==> config.mk <==
export PLATFORM = sky130hd
export DESIGN_NAME = instr_stream_player
export DESIGN_NICKNAME = d
export VERILOG_FILES = /design/src/rtl/instr_player_pkg.sv /design/src/rtl/instr_player_misr.sv /design/src/rtl/instr_stream_player.sv
export SDC_FILE = /design/constraint.sdc
export NUM_CORES = 1
export LEC_CHECK = 0
export ABC_AREA = 1
export CAP_MARGIN = 0
export CORE_ASPECT_RATIO = 0.7
export CORE_MARGIN = 4
export CORE_UTILIZATION = 60
export DETAILED_ROUTE_END_ITERATION = 10
export PLACE_DENSITY = 0.85
export SETUP_SLACK_MARGIN = 0.1
export SYNTH_ARGS = -nofsm -noshare
export SYNTH_HDL_FRONTEND = slang
export SYNTH_HIERARCHICAL = 1
export SYNTH_SLANG_ARGS = --single-unit
==> constraint.sdc <==
create_clock -name clk -period 2.75 [get_ports clk]
set_input_delay 0.55 -clock clk [delete_from_list [all_inputs] [get_ports clk]]
set_output_delay 0.55 -clock clk [all_outputs]
set_load 0.05 [all_outputs]
==> src/rtl/instr_player_pkg.sv <==
// Shared encodings and defaults for the instruction stream player.
package instr_player_pkg;

  typedef enum logic [1:0] {
    S_IDLE  = 2'd0,
    S_ISSUE = 2'd1,
    S_HOLD  = 2'd2,
    S_DONE  = 2'd3
  } state_e;

  localparam logic [1:0] ST_IDLE  = S_IDLE;
  localparam logic [1:0] ST_ISSUE = S_ISSUE;
  localparam logic [1:0] ST_HOLD  = S_HOLD;
  localparam logic [1:0] ST_DONE  = S_DONE;

  localparam logic [15:0] DEFAULT_POLY = 16'h1021;
  localparam int          DEFAULT_HOLD = 1;

endpackage

==> src/rtl/instr_player_misr.sv <==
// Multiple-input signature register compacting processor output samples.
module instr_player_misr
  import instr_player_pkg::*;
#(
  parameter int               OBS_W = 16,
  parameter logic [OBS_W-1:0] POLY  = OBS_W'(DEFAULT_POLY)
) (
  input  logic             clk,
  input  logic             rst_n,
  input  logic             clr_i,
  input  logic             en_i,
  input  logic [OBS_W-1:0] obs_i,
  output logic [OBS_W-1:0] sig_o
);

  logic [OBS_W-1:0] sig_q, sig_d;

  always_comb begin
    sig_d = sig_q;
    if (clr_i) begin
      sig_d = '0;
    end else if (en_i) begin
      sig_d = {sig_q[OBS_W-2:0], 1'b0} ^ (sig_q[OBS_W-1] ? POLY : '0) ^ obs_i;
    end
  end

  always_ff @(posedge clk or negedge rst_n) begin
    if (!rst_n) sig_q <= '0;
    else        sig_q <= sig_d;
  end

  assign sig_o = sig_q;

endmodule

==> src/rtl/instr_stream_player.sv <==
// Plays a preloaded instruction sequence into a processor IR over valid/ready.
// Optional signature compaction of processor output: INSTR_STREAM_SIG_EN.
module instr_stream_player
  import instr_player_pkg::*;
#(
  parameter int               IR_W  = 6,
  parameter int               DEPTH = 56,
  parameter int               OBS_W = 16,
  parameter int               HOLD  = DEFAULT_HOLD,
  parameter logic [OBS_W-1:0] POLY  = OBS_W'(DEFAULT_POLY),
  localparam int              AW    = (DEPTH > 1) ? $clog2(DEPTH) : 1
) (
  input  logic             clk,
  input  logic             rst_n,
  input  logic             start,
  input  logic             abort,
  input  logic [AW:0]      len,
  input  logic             load_we,
  input  logic [AW-1:0]    load_addr,
  input  logic [IR_W-1:0]  load_data,
  output logic [IR_W-1:0]  ir_out,
  output logic             ir_valid,
  input  logic             ir_ready,
  input  logic [OBS_W-1:0] obs_in,
  input  logic             obs_valid,
  output logic [AW:0]      idx,
  output logic             busy,
  output logic             done,
  output logic [OBS_W-1:0] signature,
  output logic [1:0]       dbg_state
);

  localparam logic [AW:0] DEPTH_L = (AW+1)'(DEPTH);
  localparam logic [7:0]  HOLD_M1 = 8'(HOLD - 1);

  logic [1:0]      state_q, state_d;
  logic [AW:0]     idx_q, idx_d, len_q, len_d;
  logic [7:0]      hold_q, hold_d;
  logic [IR_W-1:0] ir_q, ir_d;
  logic            done_q, done_d;
  logic            step;
  logic [IR_W-1:0] mem_q [DEPTH];

  logic            idle_like, wr_en, go, last;
  logic [AW:0]     eff_len, idx_inc;
  logic [IR_W-1:0] first_instr, next_instr;

  assign idle_like   = (state_q == ST_IDLE) || (state_q == ST_DONE);
  assign wr_en       = idle_like && load_we && ({1'b0, load_addr} < DEPTH_L);
  assign go          = idle_like && start;
  assign eff_len     = (len > DEPTH_L) ? DEPTH_L : len;
  // A same-cycle write to entry 0 must be visible to the instruction issued first.
  assign first_instr = (wr_en && load_addr == '0) ? load_data : mem_q[0];
  assign idx_inc     = idx_q + 1'b1;
  assign last        = (idx_inc == len_q);
  assign next_instr  = mem_q[idx_inc[AW-1:0]];

  always_ff @(posedge clk) begin
    if (wr_en) mem_q[load_addr] <= load_data;
  end

  // ir_valid/ir_ready: an instruction transfers on a rising edge where both are
  // high; while ir_valid waits for ir_ready, ir_out and idx are held steady.
  always_comb begin
    state_d = state_q;
    idx_d   = idx_q;
    len_d   = len_q;
    hold_d  = hold_q;
    ir_d    = ir_q;
    done_d  = done_q;
    step    = 1'b0;
    case (state_q)
      ST_ISSUE: begin
        if (abort) begin
          state_d = ST_IDLE;
        end else if (ir_ready) begin
          if (HOLD_M1 != 8'd0) begin
            state_d = ST_HOLD;
            hold_d  = HOLD_M1;
          end else begin
            step = 1'b1;
          end
        end
      end
      ST_HOLD: begin
        if (abort) begin
          state_d = ST_IDLE;
          hold_d  = '0;
        end else if (hold_q == 8'd1) begin
          hold_d = '0;
          step   = 1'b1;
        end else begin
          hold_d = hold_q - 8'd1;
        end
      end
      default: begin
        if (go) begin
          idx_d  = '0;
          len_d  = eff_len;
          hold_d = '0;
          if (eff_len == '0) begin
            state_d = ST_DONE;
            done_d  = 1'b1;
          end else begin
            state_d = ST_ISSUE;
            done_d  = 1'b0;
            ir_d    = first_instr;
          end
        end
      end
    endcase
    if (step) begin
      idx_d = idx_inc;
      if (last) begin
        state_d = ST_DONE;
        done_d  = 1'b1;
      end else begin
        state_d = ST_ISSUE;
        ir_d    = next_instr;
      end
    end
  end

  always_ff @(posedge clk or negedge rst_n) begin
    if (!rst_n) begin
      state_q <= ST_IDLE;
      idx_q   <= '0;
      len_q   <= '0;
      hold_q  <= '0;
      ir_q    <= '0;
      done_q  <= 1'b0;
    end else begin
      state_q <= state_d;
      idx_q   <= idx_d;
      len_q   <= len_d;
      hold_q  <= hold_d;
      ir_q    <= ir_d;
      done_q  <= done_d;
    end
  end

  assign ir_out    = ir_q;
  assign ir_valid  = (state_q == ST_ISSUE);
  assign idx       = idx_q;
  assign busy      = (state_q == ST_ISSUE) || (state_q == ST_HOLD);
  assign done      = done_q;
  assign dbg_state = state_q;

`ifdef INSTR_STREAM_SIG_EN
  instr_player_misr #(
    .OBS_W (OBS_W),
    .POLY  (POLY)
  ) u_misr (
    .clk   (clk),
    .rst_n (rst_n),
    .clr_i (go),
    .en_i  (busy && obs_valid),
    .obs_i (obs_in),
    .sig_o (signature)
  );
`else
  logic unused_obs;
  assign unused_obs = ^{obs_in, obs_valid, POLY};
  assign signature  = '0;
`endif

endmodule

==> flow_metrics.tcl, run 1 <==
set metrics [dict create \
    status "completed" \
    finalClockSkew_ns 0.0167 \
    routed.top_layer "met4" \
    crit_arrival_ns 3.04 \
    timing.fmax_mhz 385 \
    hold_viol 0 \
    synth_ff_type "edfxtp_1" \
    preCtsSetupSlack_ns 0.120 \
    mappedNetlistArea_mm2 0.0160 \
    r2r-end "ir_out[3]$_DFF_PN0_" \
    dp_hpwl_mm 25.4 \
    cts_sinks 367 \
    cap_violations 0 \
    insertion_delay_ns 0.53 \
    rsz0062_at_grt "false" \
    synthCells 1548 \
    num_vias 11800 \
    reg2reg_depth 11 \
    synth_seq_cells 367 \
    worst_pin_slew_ns 0.661 \
    p_per_area_mw_per_mm2 869 \
    grt_max_degree 87 \
    initial_utilization 0.616 \
    wl_mm 39.7 \
    synthTopCellsByArea "edfxtp_1 (63%), nand2_1 (9.7%), nand3_1 (6.4%)" \
    drive_above_1_share 0.0890 \
    dieArea_mm2 0.0294 \
    place.gp.congestion 0.976 \
    setup_viol 0 \
    die_h_um 145 \
    worstReg2RegStart "idx[0]$_DFFE_PN0P_" \
    ant_nets 0 \
    cts_max_level 2 \
    wl_met1_mm 15.5 \
    cts_setup_buffers 0 \
    placed_cells 1958 \
    clockBufferDepth 3 \
    synth_area_leader_cell "edfxtp_1" \
    synth_edf_count 336 \
    fp-row-count 49 \
    num-nets-final 1684 \
    syn_to_final_growth_pct 13.9 \
    synth-async-reset-ratio 0.0845 \
    drcViolationCount 0 \
    core_mm2 0.0259 \
    die_w_um 203 \
    timing.final.crit_share 0.944 \
    ios 76 \
    gr-total-overflow 0 \
    yosys.cell_types.count 30 \
    worst-path-max-fanout 34 \
    period_minus_slack_ns 2.59 \
    startpoint_type "register" \
    grt_pass1_vias 11100 \
    diodes 0 \
    yosys_warnings 6 \
    numCtsBuffers 34 \
    crit_required_ns 3.19 \
    grt_pass1_wl_mm 61.4 \
    max_slew_margin 0.559 \
    final_cell_mix "nand2_1 (412), edfxtp_1 (336), nor2_1 (236)" \
    antenna_found_initial 0 \
    drv_slew 0 \
    fin_ws_ns 0.155 \
    wl_met3_mm 5.40 \
    clockRootBuffer "clkbuf_16" \
    ctsHoldBuffers 0 \
    wl_per_cell_um 19.7 \
    final_common_cell "nand2_1" \
    synth.avg_cell_area_um2 10.3 \
    synthDominantCellAreaShare 0.631 \
    via_per_inst 5.85 \
    min_path_type "in2async" \
    met2_length_mm 17.8 \
    final_cells 2019 \
    drt_iter0_markers 1965 \
    peakVddDrop_uv 784 \
    synth_seq_area_share 0.680 \
    setup_tns_ns 0 \
    leakagePower_nw 7.10 \
    track_usage 0.273 \
    numPortBuffers 42 \
    crit_type "reg2reg" \
    clk_pin_slew_worst_paths_ns 0.07 \
    cts_tree "yes" \
    reg2reg_setup_slack_ns 0.16 \
    cp-end-kind "register" \
    dr.pass1.iters 7 \
]
-- Yosys cell counts (2+ instances only) --
cell and n:
nor3_1 14, a21oi_1 9, inv_1 91, o21ai_0 85, nand2_2 4, o22ai_1 9, buf_6 2, dfrtp_1 31
buf_4 17, nand3b_1 2, ha_1 5, nand3_1 206, nor2_1 236, buf_2 51, inv_2 5, clkbuf_1 9
nand2_1 412, edfxtp_1 336, nand4_1 7, buf_1 7
-- cell type report --
cell class	instances	area (um2)
inverter	96	363
clock inverter	19	195
multi-input combinational	1014	4350
fill	1732	7720
sequential	367	10900
tap	357	447
clock buffer	42	902
timing repair buffer	124	1080
-- where the power goes --
group	total [mW]	switching [mW]	internal, mW
Sequential	6.43	0.137	6.30
Clock	4.72	2.00	2.72
Combinational	4.68	3.31	1.37
Total	15.8	5.45	10.4
-- stage by stage --
| stage | utilization | area, um2 | hold WS, ns | power [mW] |
|---|---|---|---|---|
| floorplan | - | 16000 | 0.254 | 9.70 |
| global placement | 0.660 | 17100 | 0.500 | 10.9 |
| detailed placement | 0.660 | 17100 | 0.515 | 11.1 |
| CTS | 0.702 | 18200 | 0.428 | 15.7 |
| global route | 0.702 | 18200 | 0.429 | 16.6 |
| finish | 0.702 | 18200 | 0.432 | 15.8 |
-- routing by layer --
layer / global-route usage / up-vias
met2: 0.422 / 823
met4: 0.0752 / 0
met3: 0.0711 / 102
li1: - / 5376
met1: 0.393 / 5518
met5: 0 / -
-- worst max-delay path, stage by stage, from the launching register on --
cell     delay, ns
dfrtp_4       0.55
ha_2          0.34
inv_2         0.11
buf_4         0.39
nand3_1       0.17
nand3_1       0.17
nand3_1       0.10
nand3_1       0.11
nand2_1       0.05
nor2_1        0.25
nor2_1        0.13
nor2_1        0.13
-- state kept, by name (all words and copies together), names as in the netlist --
name	cells
mem_q	336
hold_q	8
idx	7
len_q	7
ir_out	6
dbg_state	2
done	1
-- how the worst max path moves through the flow --
stage,startpoint,endpoint,slack (ns),cells past startpoint
after detailed placement,load_addr[5],ir_out[4]$_DFF_PN0_,0.12,12
after global placement,load_addr[1],mem_q[2][0]$_DFFE_PP_,0.25,5
after CTS,dbg_state[1]$_DFFE_PN0P_,ir_valid,0.12,3
final,idx[0]$_DFFE_PN0P_,ir_out[3]$_DFF_PN0_,0.16,11
after floorplan,dbg_state[0]$_DFFE_PN0P_,mem_q[24][0]$_DFFE_PP_,0.40,6
after global routing,idx[0]$_DFFE_PN0P_,ir_out[1]$_DFF_PN0_,0.12,12
-- kinds of logic (layout without fill, tap and decap cells) --
kind of cell | count (synthesis) | in the layout | synth area share
AOI/OAI and AO/OA | 106 | 106 | 0.0348
xor gates and xnor gates | 1 | 1 | 0.000548
adders and majority gates | 5 | 5 | 0.00391
buffers and inverters | 182 | 281 | 0.0517
DFF | 367 | 367 | 0.680
other | 1 | 16 | 0.000235
and+or+nand+nor | 886 | 886 | 0.229
-- what timing repair did --
action | 4_1_cts | 5_1_grt
endpoints found under the setup margin | 1 | 1
pin swaps | 0 | 0
resized for setup | 1 | 1
Note: power is estimated with default switching activity, not from simulation.
==> inputs of run 2 (changes only) <==
--- a/config.mk
+++ b/config.mk
@@ -6,7 +6,7 @@
 export NUM_CORES = 1
 export LEC_CHECK = 0
 export ABC_AREA = 1
-export CAP_MARGIN = 0
+export CAP_MARGIN = 40
 export CORE_ASPECT_RATIO = 0.7
 export CORE_MARGIN = 4
 export CORE_UTILIZATION = 60
==> results of run 2 <==
No change in the layout: final DEF, timing and power equal those of run 1.
==> inputs of run 3 (changes only) <==
--- a/config.mk
+++ b/config.mk
@@ -5,13 +5,12 @@
 export SDC_FILE = /design/constraint.sdc
 export NUM_CORES = 1
 export LEC_CHECK = 0
-export ABC_AREA = 1
 export CAP_MARGIN = 40
 export CORE_ASPECT_RATIO = 0.7
-export CORE_MARGIN = 4
+export CORE_MARGIN = 1.5
 export CORE_UTILIZATION = 60
 export DETAILED_ROUTE_END_ITERATION = 10
-export PLACE_DENSITY = 0.85
+export PLACE_DENSITY = 0.86
 export SETUP_SLACK_MARGIN = 0.1
 export SYNTH_ARGS = -nofsm -noshare
 export SYNTH_HDL_FRONTEND = slang
==> run 3 against run 2 <==
Compared with the run above:
- sequential share of layout area grew 1.3 points
- synthesized area shrank 5.1%
- first-iteration DRC count shrank 36%
- die area shrank 11%
- routed wire length shrank 9.3%
- critical endpoint is now ir_out[2]$_DFF_PN0_
==> flow_metrics.tcl, run 3 <==
set metrics [dict create \
    status "completed" \
    yosys.cell_types.count 51 \
    synth_xor_area_frac 0.0121 \
    rsz0062_at_grt "false" \
    grt_pass1_wl_mm 54.6 \
    cp-end-kind "register" \
    dp_hpwl_mm 23.5 \
    finalClockSkew_ns 0.0257 \
    setup_tns_ns 0 \
    via_per_inst 6.49 \
    synth-compound-area-share 0.0327 \
    startpoint "idx[0]$_DFFE_PN0P_" \
    clk_pin_slew_worst_paths_ns 0.07 \
    synth-async-reset-ratio 0.0845 \
    syn_to_final_growth_pct 17.5 \
    antenna_found_initial 0 \
    drive_above_1_share 0.280 \
    numCtsBuffers 34 \
    synth_area_leader_cell "edfxtp_1" \
    startpoint_type "register" \
    diodes 0 \
    track_usage 0.291 \
    drt_iter0_markers 1251 \
    clockRootBuffer "clkbuf_16" \
    final_cells 1363 \
    crit_required_ns 3.11 \
    insertion_delay_ns 0.52 \
    leakagePower_nw 5.98 \
    hold_viol 0 \
    worstReg2RegStart "idx[0]$_DFFE_PN0P_" \
    setup_viol 0 \
    initial_utilization 0.613 \
    yosys_warnings 6 \
    synth_seq_area_share 0.716 \
    drv_slew 0 \
    core_mm2 0.0247 \
    max_slew_margin 0.488 \
    grt_max_degree 48 \
    synthCells 858 \
    num-nets-final 1061 \
    place.gp.congestion 0.894 \
    synthDominantCellAreaShare 0.665 \
    cts_tree "yes" \
    worst_pin_slew_ns 0.762 \
    timing.fmax_mhz 387 \
    p_per_area_mw_per_mm2 920 \
    worst-path-max-fanout 15 \
    period_minus_slack_ns 2.58 \
    wl_mm 36.1 \
    synthTopCellsByArea "edfxtp_1 (67%), mux4_2 (13%), dfrtp_1 (5.1%)" \
    reg2reg_setup_slack_ns 0.17 \
    final_cell_mix "edfxtp_1 (336), buf_4 (116), mux4_2 (88)" \
    clockBufferDepth 3 \
    final_common_cell "edfxtp_1" \
    synth_top_family_by_area "multiplexers" \
    crit_arrival_ns 2.95 \
    grt_pass1_vias 8781 \
    dr.pass1.iters 5 \
    synth.avg_cell_area_um2 17.7 \
    regMostFlops "mem_q" \
    yosysMostFrequentCell "edfxtp_1" \
    synth_seq_cells 367 \
    min_path_type "in2reg" \
    synth_mux_area_frac 0.145 \
    placed_cells 1300 \
    num_vias 8849 \
    dieArea_mm2 0.0263 \
    synth_ff_type "edfxtp_1" \
    die_h_um 136 \
    wl_per_cell_um 26.5 \
    synthTopCellsByCount "edfxtp_1 (336), mux4_2 (87), nand2_1 (74)" \
    timing.final.crit_share 0.939 \
    largestRegisters "mem_q x336, hold_q x8" \
    largest_reg_flops 336 \
    fin_util 0.720 \
    fillers 1467 \
    mappedNetlistArea_mm2 0.0152 \
    power.total_mw 16.4 \
    synth_edf_count 336 \
    fp-row-count 48 \
    hp-start "load_data[4]" \
    synth-adder-area-share 0.00412 \
    drcViolationCount 0 \
    peakVddDrop_uv 1180 \
    ios 76 \
    crit_type "reg2reg" \
    ant_nets 0 \
    gr-total-overflow 0 \
    numPortBuffers 42 \
    cts_sinks 367 \
    die_w_um 193 \
    cts_max_level 2 \
    cap_violations 0 \
    yosys.area_share.simple 0.0667 \
]
-- run 3: per-layer routing --
metal  vias up  global-route usage  part of all wire
met5         -                   0                 0
met4         0              0.0748             0.021
met3        75              0.0601              0.13
met2       674               0.437              0.46
met1      4424               0.443              0.39
li1       3676                   -                 -
-- run 3: area by class of cell --
| type | instances | area (um2) | area share |
|---|---|---|---|
| clock buffer | 40 | 895 | 0.0502 |
| clock inverter | 20 | 230 | 0.0129 |
| inverter | 8 | 30.0 | 0.00168 |
| multi-input combinational | 442 | 4050 | 0.227 |
| sequential | 367 | 10900 | 0.610 |
| tap | 325 | 407 | 0.0228 |
| timing repair buffer | 161 | 1340 | 0.0752 |
-- run 3: cells by family after synthesis --
| kind of cell | Yosys count |
|---|---|
| DFF | 367 |
| and+or+nand+nor | 224 |
| muxes | 106 |
| AOI/OAI and AO/OA | 73 |
| buffers and inverters | 64 |
| xor gates and xnor gates | 18 |
| adders and majority gates | 5 |
| other | 1 |
-- run 3: stage by stage --
step,hold slack (ns),setup WS [ns],area [um2]
5_1_grt,0.434,0.117,17800
4_1_cts,0.436,0.107,17800
6_report,0.437,0.166,17800
3_3_place_gp,0.492,0.170,16700
3_5_place_dp,0.507,0.143,16700
2_1_floorplan,0.254,0.153,15200
-- run 3: worst max-delay path, stage by stage, from the launching register on --
cell and delay (ns):
dfrtp_4 0.51, ha_4 0.38, buf_12 0.18, mux4_2 0.36, mux4_2 0.56, o2111ai_1 0.26, a31oi_1 0.15
-- run 3: what timing repair did --
action / 4_1_cts / 5_1_grt
gates resized for setup: 1 / 4
pin swaps: 1 / 1
setup buffers: 2 / 1
setup endpoints to repair: 1 / 5
hold buffers: 0 / 0
-- run 3: power by group --
group          leakage [nW]  internal [mW]  switching [mW]
registers              3.42           6.31           0.195
logic                  2.01           2.28            2.79
clock network         0.550           2.81            2.02
-- run 3: final timing paths --
check,cells after the start,endpoint
worst max register to register,6,ir_out[2]$_DFF_PN0_
min in group asynchronous,1,idx[0]$_DFFE_PN0P_
worst max-delay path,6,ir_out[2]$_DFF_PN0_
worst min-delay path,1,mem_q[0][4]$_DFFE_PP_
worst min register to register,1,hold_q[4]$_DFFE_PN0P_
max in group asynchronous,2,ir_out[0]$_DFF_PN0_
